### src/rtl/tawas_regfile.sv
// ----------------------------------------------------------------------------
// tawas_regfile
//
// Register file for a 4-way barrel-threaded core: 4 thread banks x 8 registers
// x 32 bits. Two combinational read ports serve the arithmetic unit (AU) from
// the bank of the current thread slice. AU results are written back two slices
// later, to bank (slice + 2) mod 4. Load/store results arrive asynchronously
// to the thread schedule and share the single write port, so a small FIFO
// holds them while the AU owns the port.
//
// Write port arbitration, one commit per cycle:
//   1. AU writeback
//   2. load/store queue head (popped whenever the AU is idle)
//   3. load/store entry written straight through (AU idle, queue empty)
// An AU write invalidates queued load/store entries aimed at the same
// {thread, register}; the AU value is younger and must not be overwritten.
//
// Parameters:
//   NUM_LS_Q      load/store writeback queue depth, 1..4
//
// Compile-time option:
//   TAWAS_REGFILE_BYPASS_EN  when defined, a write committing this cycle to
//                            the bank being read is forwarded to au_ra/au_rb.
//                            When undefined, reads return array contents and a
//                            write becomes visible the cycle after commit.
//
// Ports:
//   clk           in   1   clock, rising edge
//   rst           in   1   asynchronous active-high reset
//   slice         in   2   current thread slice (read bank)
//   au_ra_sel     in   3   AU operand A register select
//   au_ra         out  32  AU operand A data (0-cycle read)
//   au_rb_sel     in   3   AU operand B register select
//   au_rb         out  32  AU operand B data (0-cycle read)
//   au_rc_vld     in   1   AU writeback valid
//   au_rc_sel     in   3   AU writeback register
//   au_rc         in   32  AU writeback data
//   ls_rc_vld     in   1   load/store writeback valid
//   ls_rc_thread  in   2   load/store writeback thread (bank)
//   ls_rc_sel     in   3   load/store writeback register
//   ls_rc         in   32  load/store writeback data
//   ls_rc_rdy     out  1   load/store writeback can be accepted this cycle
// ----------------------------------------------------------------------------
module tawas_regfile #(
  parameter int NUM_LS_Q = 2
) (
  input  logic        clk,
  input  logic        rst,
  input  logic [1:0]  slice,
  input  logic [2:0]  au_ra_sel,
  output logic [31:0] au_ra,
  input  logic [2:0]  au_rb_sel,
  output logic [31:0] au_rb,
  input  logic        au_rc_vld,
  input  logic [2:0]  au_rc_sel,
  input  logic [31:0] au_rc,
  input  logic        ls_rc_vld,
  input  logic [1:0]  ls_rc_thread,
  input  logic [2:0]  ls_rc_sel,
  input  logic [31:0] ls_rc,
  output logic        ls_rc_rdy
);

  localparam int              CW    = $clog2(NUM_LS_Q + 1);
  localparam logic [CW-1:0]   DEPTH = CW'(NUM_LS_Q);

  // vld=0 marks an entry killed by a younger AU write; it is still popped in
  // order but performs no register write.
  typedef struct packed {
    logic        vld;
    logic [1:0]  thread;
    logic [2:0]  sel;
    logic [31:0] data;
  } ls_ent_t;

  logic [31:0]   r_regs [4][8];
  ls_ent_t       r_q [NUM_LS_Q];
  ls_ent_t       w_q_next [NUM_LS_Q];
  logic [CW-1:0] r_count;
  logic [CW-1:0] w_count_next;
  logic [CW-1:0] w_tail;
  logic          r_ls_rc_rdy;

  logic [1:0]    w_au_bank;
  logic          w_q_empty;
  logic          w_ls_acc;
  logic          w_ls_direct;
  logic          w_pop;
  logic          w_push;

  logic          w_wr_en;
  logic [1:0]    w_wr_bank;
  logic [2:0]    w_wr_sel;
  logic [31:0]   w_wr_data;

  // 2-bit addition wraps, giving (slice + 2) mod 4.
  assign w_au_bank   = slice + 2'd2;
  assign w_q_empty   = (r_count == '0);
  assign w_ls_acc    = ls_rc_vld & r_ls_rc_rdy;
  assign w_ls_direct = w_ls_acc & ~au_rc_vld & w_q_empty;
  assign w_pop       = ~au_rc_vld & ~w_q_empty;
  assign w_push      = w_ls_acc & ~w_ls_direct;
  assign ls_rc_rdy   = r_ls_rc_rdy;

  // Write port arbitration.
  always_comb begin
    // NOTE: every signal gets a default before any branch, so no path through
    // this block leaves a value unassigned and no latch is inferred.
    w_wr_en   = 1'b0;
    w_wr_bank = '0;
    w_wr_sel  = '0;
    w_wr_data = '0;
    if (au_rc_vld) begin
      w_wr_en   = 1'b1;
      w_wr_bank = w_au_bank;
      w_wr_sel  = au_rc_sel;
      w_wr_data = au_rc;
    end else if (w_pop) begin
      w_wr_en   = r_q[0].vld;
      w_wr_bank = r_q[0].thread;
      w_wr_sel  = r_q[0].sel;
      w_wr_data = r_q[0].data;
    end else if (w_ls_direct) begin
      w_wr_en   = 1'b1;
      w_wr_bank = ls_rc_thread;
      w_wr_sel  = ls_rc_sel;
      w_wr_data = ls_rc;
    end
  end

  // Queue next state: a shift FIFO with the head always at index 0.
  // Pops only happen with the AU idle and kills only with the AU active, so
  // the two never interact within one cycle.
  always_comb begin
    w_q_next     = r_q;
    w_count_next = r_count;
    w_tail       = r_count;

    if (au_rc_vld) begin
      for (int i = 0; i < NUM_LS_Q; i++) begin
        if (r_q[i].thread == w_au_bank && r_q[i].sel == au_rc_sel)
          w_q_next[i].vld = 1'b0;
      end
    end

    if (w_pop) begin
      for (int i = 0; i < NUM_LS_Q - 1; i++)
        w_q_next[i] = r_q[i + 1];
      w_q_next[NUM_LS_Q - 1] = '0;
      w_tail = r_count - CW'(1);
    end

    // A push is only possible while r_count < DEPTH, so w_tail is in range.
    if (w_push) begin
      for (int i = 0; i < NUM_LS_Q; i++) begin
        if (CW'(i) == w_tail)
          w_q_next[i] = '{vld: 1'b1, thread: ls_rc_thread, sel: ls_rc_sel, data: ls_rc};
      end
    end

    case ({w_push, w_pop})
      2'b10:   w_count_next = r_count + CW'(1);
      2'b01:   w_count_next = r_count - CW'(1);
      default: w_count_next = r_count;
    endcase
  end

  // Register array.
  always_ff @(posedge clk or posedge rst) begin
    if (rst) begin
      // NOTE: this array is reset explicitly because software relies on every
      // register reading 0 after reset; that costs a reset on each flop.
      for (int b = 0; b < 4; b++)
        for (int r = 0; r < 8; r++)
          r_regs[b][r] <= '0;
    end else if (w_wr_en) begin
      // NOTE: non-blocking assignments for all clocked state, so every
      // always_ff samples pre-edge values regardless of evaluation order.
      r_regs[w_wr_bank][w_wr_sel] <= w_wr_data;
    end
  end

  // Queue state. Reset discards queued entries so nothing is written after
  // reset rises.
  always_ff @(posedge clk or posedge rst) begin
    if (rst) begin
      for (int i = 0; i < NUM_LS_Q; i++)
        r_q[i] <= '0;
      r_count     <= '0;
      r_ls_rc_rdy <= 1'b1;
    end else begin
      r_q         <= w_q_next;
      r_count     <= w_count_next;
      r_ls_rc_rdy <= (w_count_next < DEPTH);
    end
  end

  // Read ports.
  always_comb begin
`ifdef TAWAS_REGFILE_BYPASS_EN
    au_ra = (w_wr_en && w_wr_bank == slice && w_wr_sel == au_ra_sel) ?
            w_wr_data : r_regs[slice][au_ra_sel];
    au_rb = (w_wr_en && w_wr_bank == slice && w_wr_sel == au_rb_sel) ?
            w_wr_data : r_regs[slice][au_rb_sel];
`else
    au_ra = r_regs[slice][au_ra_sel];
    au_rb = r_regs[slice][au_rb_sel];
`endif
  end

endmodule

### config.mk
export PLATFORM = sky130hd
export DESIGN_NAME = tawas_regfile
export DESIGN_NICKNAME = d
export VERILOG_FILES = /design/src/rtl/tawas_regfile.sv
export SDC_FILE = /design/constraint.sdc
export NUM_CORES = 2
export LEC_CHECK = 0
export BUFFER_PORTS_ARGS = -buffer_cell sky130_fd_sc_hd__buf_4
export CORE_MARGIN = 3
export CORE_UTILIZATION = 55
export DETAILED_ROUTE_END_ITERATION = 12
export HOLD_SLACK_MARGIN = 0.15
export PLACE_DENSITY = 0.72
export SYNTH_ARGS = -nofsm -noshare
export SYNTH_HDL_FRONTEND = slang
export SYNTH_SLANG_ARGS = --single-unit
### constraint.sdc
create_clock -name clk -period 112 [get_ports clk]
set_clock_uncertainty 0.15 [all_clocks]
set_input_delay 16.8 -clock clk [delete_from_list [all_inputs] [get_ports clk]]
set_output_delay 16.8 -clock clk [all_outputs]
set_load 0.02 [all_outputs]
==> out/results.txt <==
Clk slew on worst S/H paths -> 0.06 ns
Setup CP Type -> primary input to output port
Crit path capture type -> output port
TritonCTS Buffers -> 114
Number of synthesized flops with an enable pin -> 0
Maximum vdd drop -> 0.0000152 V
Vias post-DR -> 31.4k
Status -> completed
RSZ-0062 raised after global routing -> no
Clock Latency Late Sink -> 0.70 ns
Pwr Total -> 1400 µW
Area contributors post-synth -> dfrtp_1 (53%), mux2_2 (23%), mux4_2 (17%), clkbuf_1 (1.6%), nand2_1 (1.4%)
Synthesized area -> 0.0523 mm²
Hold WS -> 0.341 ns
CP max FO -> 95
Switch share -> 0.289
Final net count -> 3,501
Initial drt markers -> 2,947
HP Class -> register to register
Post-synthesis register bit count -> 1,103
Worst Setup Start Kind -> primary input
Sequential area share after synthesis -> 0.528
Req. time, crit path -> 95.05 ns
Drt pass-1 iters -> 6
Post-synth net total -> 3,498
Site Rows -> 112
Commonest register cell after synthesis -> dfrtp_1
Height of the chip -> 314 µm
Power per cell area -> 24.0 mW/mm²
Average vias per placed instance -> 6.58
Placed Cells incl. Taps -> 4,553
Setup bufs post-CTS -> 0
Port Buffers -> 148
Setup TNS -> 0 ns
CTS tree -> yes
Gr usage total -> 0.293
Layout Utilization -> 0.624
Avg Inst Size Synth -> 15.3 µm²
Period utilisation layout -> 0.331
ANT nets after route -> 0
Gr ovfl total -> 0
Root buffer cell -> clkbuf_16
Flop-to-flop setup slack -> 107.27 ns
Wire length of the first global-routing pass -> 215 mm
CTS hold repair buffers -> 0
Int Pwr -> 998 µW
Endpoints failing setup -> 0
Ant. Diodes -> 0
Ports -> 149
Layout cell share with drive strength beyond 1 -> 0.550
Achievable Freq -> 27.0 MHz
P_leak -> 0.0268 µW
R2R depth -> 10
Tmin final -> 37.06 ns
HP Start -> r_regs[520]$_DFFE_PP0P_
Layout fillers -> 6,704
Worst slew pin tran -> 1.32 ns
Reg power frac -> 0.441
HPWL after DPL -> 79.0 mm
Die area -> 0.0987 mm²
Cell count after synthesis -> 3,413
Clock Tree Buf Depth -> 3
Post-synth top cells -> dfrtp_1 (1,102), mux2_2 (1,057), mux4_2 (384)
Layout area overhead -> 11.9%
Max_cap viols -> 0
Area leader, netlist -> dfrtp_1
Non-filler instance count after layout -> 4,766
Clock share of power -> 0.277
Fraction of registers with async set/reset -> 1.00
Synth cell types -> 43
Core region area -> 0.0937 mm²
Switch Pwr -> 406 µW
PostCTS Resize Cnt -> 0
Rel. slew slack -> 0.118
Starting Density -> 0.557
DR WL/cell -> 29.9 µm
Total wire length -> 143 mm
Fin. max-slew vios -> 0
Combinational power share -> 0.282
Antenna violations before repair -> 0
GPL Wtd Cong -> 0.903
Most common cell in the netlist -> dfrtp_1
Hold EP -> r_regs[520]$_DFFE_PP0P_
Number of global-route vias before repair -> 33.4k
Post-route DRC violation count -> 0
R2r startpoint -> r_count[0]$_DFFE_PP0N_
Worst Path Arrival -> 20.11 ns
Hold path cells -> 1
Top cell type's share of synthesized area -> 0.528
Largest net degree at the start of global routing -> 198
Synth Warn # -> 0
Die X -> 314 µm
Reg-to-reg endpoint -> r_regs[1011]$_DFFE_PP0P_
CTS Sinks -> 1,103
H-Tree Depth -> 3
Hold Vio Cnt, Final -> 0
[metal layers]
layer / GRT usage / wire length (µm)
met5: 0 / 0
met3: 0.0450 / 8820
met1: 0.409 / 59700
met2: 0.482 / 70000
met4: 0.0831 / 4060
[cell usage in the layout (no fill, tap or decap), types with 2 or more instances in the layout]
master / count
o31a_1: 2
nand2_4: 4
clkbuf_16: 114
nor3_1: 12
clkinvlp_4: 3
inv_1: 5
and3_1: 2
a31o_2: 2
clkinv_2: 28
mux2_2: 1057
mux2_1: 31
a31oi_1: 38
o31ai_1: 3
buf_12: 4
clkinv_8: 5
nor2_1: 37
xnor2_1: 6
buf_4: 217
a21oi_1: 33
nor2_4: 14
and4_1: 2
nand2_2: 12
dfrtp_1: 1102
nand2_1: 182
or4_2: 2
nand4_1: 2
and2_1: 2
nand3_1: 9
inv_8: 2
clkbuf_1: 19
bufinv_16: 9
clkbuf_8: 31
nor2b_1: 36
o21ai_2: 32
nand2b_1: 3
buf_8: 3
mux4_2: 384
xor2_1: 5
o21ai_0: 38
[sequential cells by signal, summed over array words and instances (netlist names)]
name	count
ls_rc_rdy	1
r_q	76
r_count	2
r_regs	1024
[worst max path at each step]
stage,endpoint,cells after the start,from
finish,au_ra[28],6,slice[0]
global route,au_ra[28],6,slice[0]
CTS,au_ra[28],6,slice[0]
detailed placement,au_ra[28],6,slice[0]
global placement,au_ra[9],6,slice[1]
floorplan,r_count[0]$_DFFE_PP0N_,1,rst
[power groups by stage]
stage | registers (µW) | logic, µW | clock network (µW)
after floorplan | 599 | 303 | 0
after global placement | 609 | 378 | 0
after detailed placement | 622 | 395 | 0
after CTS | 616 | 397 | 396
after global routing | 633 | 423 | 411
final | 619 | 396 | 390
[area by class of cell]
class,instances,area (µm²),share of cell area
Clock buffer,164,3350,0.0573
Clock inverter,48,564,0.00965
Multi-Input combinational cell,1967,23600,0.404
Sequential cell,1103,27600,0.472
Timing Repair Buffer,224,1750,0.0300
Inverter,6,30.0,0.000514
Tap cell,1254,1570,0.0268
[worst max-delay path, stage by stage]
cell,delay [ns]
buf_8,0.67
buf_4,0.90
mux4_2,0.62
mux4_2,0.48
mux2_2,0.31
buf_4,0.17
[cell families after synthesis]
logic type               count (synthesis)  share of synthesized area
buffers and inverters                  343                     0.0260
adder cells (fa/ha/maj)                  1                   0.000239
XOR/XNOR                                11                    0.00184
flip-flops                            1103                      0.528
AND/OR/NAND/NOR                        328                     0.0272
AO/OA/AOI/OAI                          155                     0.0166
multiplexers                          1472                      0.400
[per-stage QoR]
step	worst slack (ns)	cell area [µm²]
after global placement	74.93	54500
final	74.94	58500
after CTS	74.91	58500
after global routing	74.81	58500
after detailed placement	74.92	54500
after floorplan	64.00	52300
Note: power is estimated with default switching activity, not from simulation.
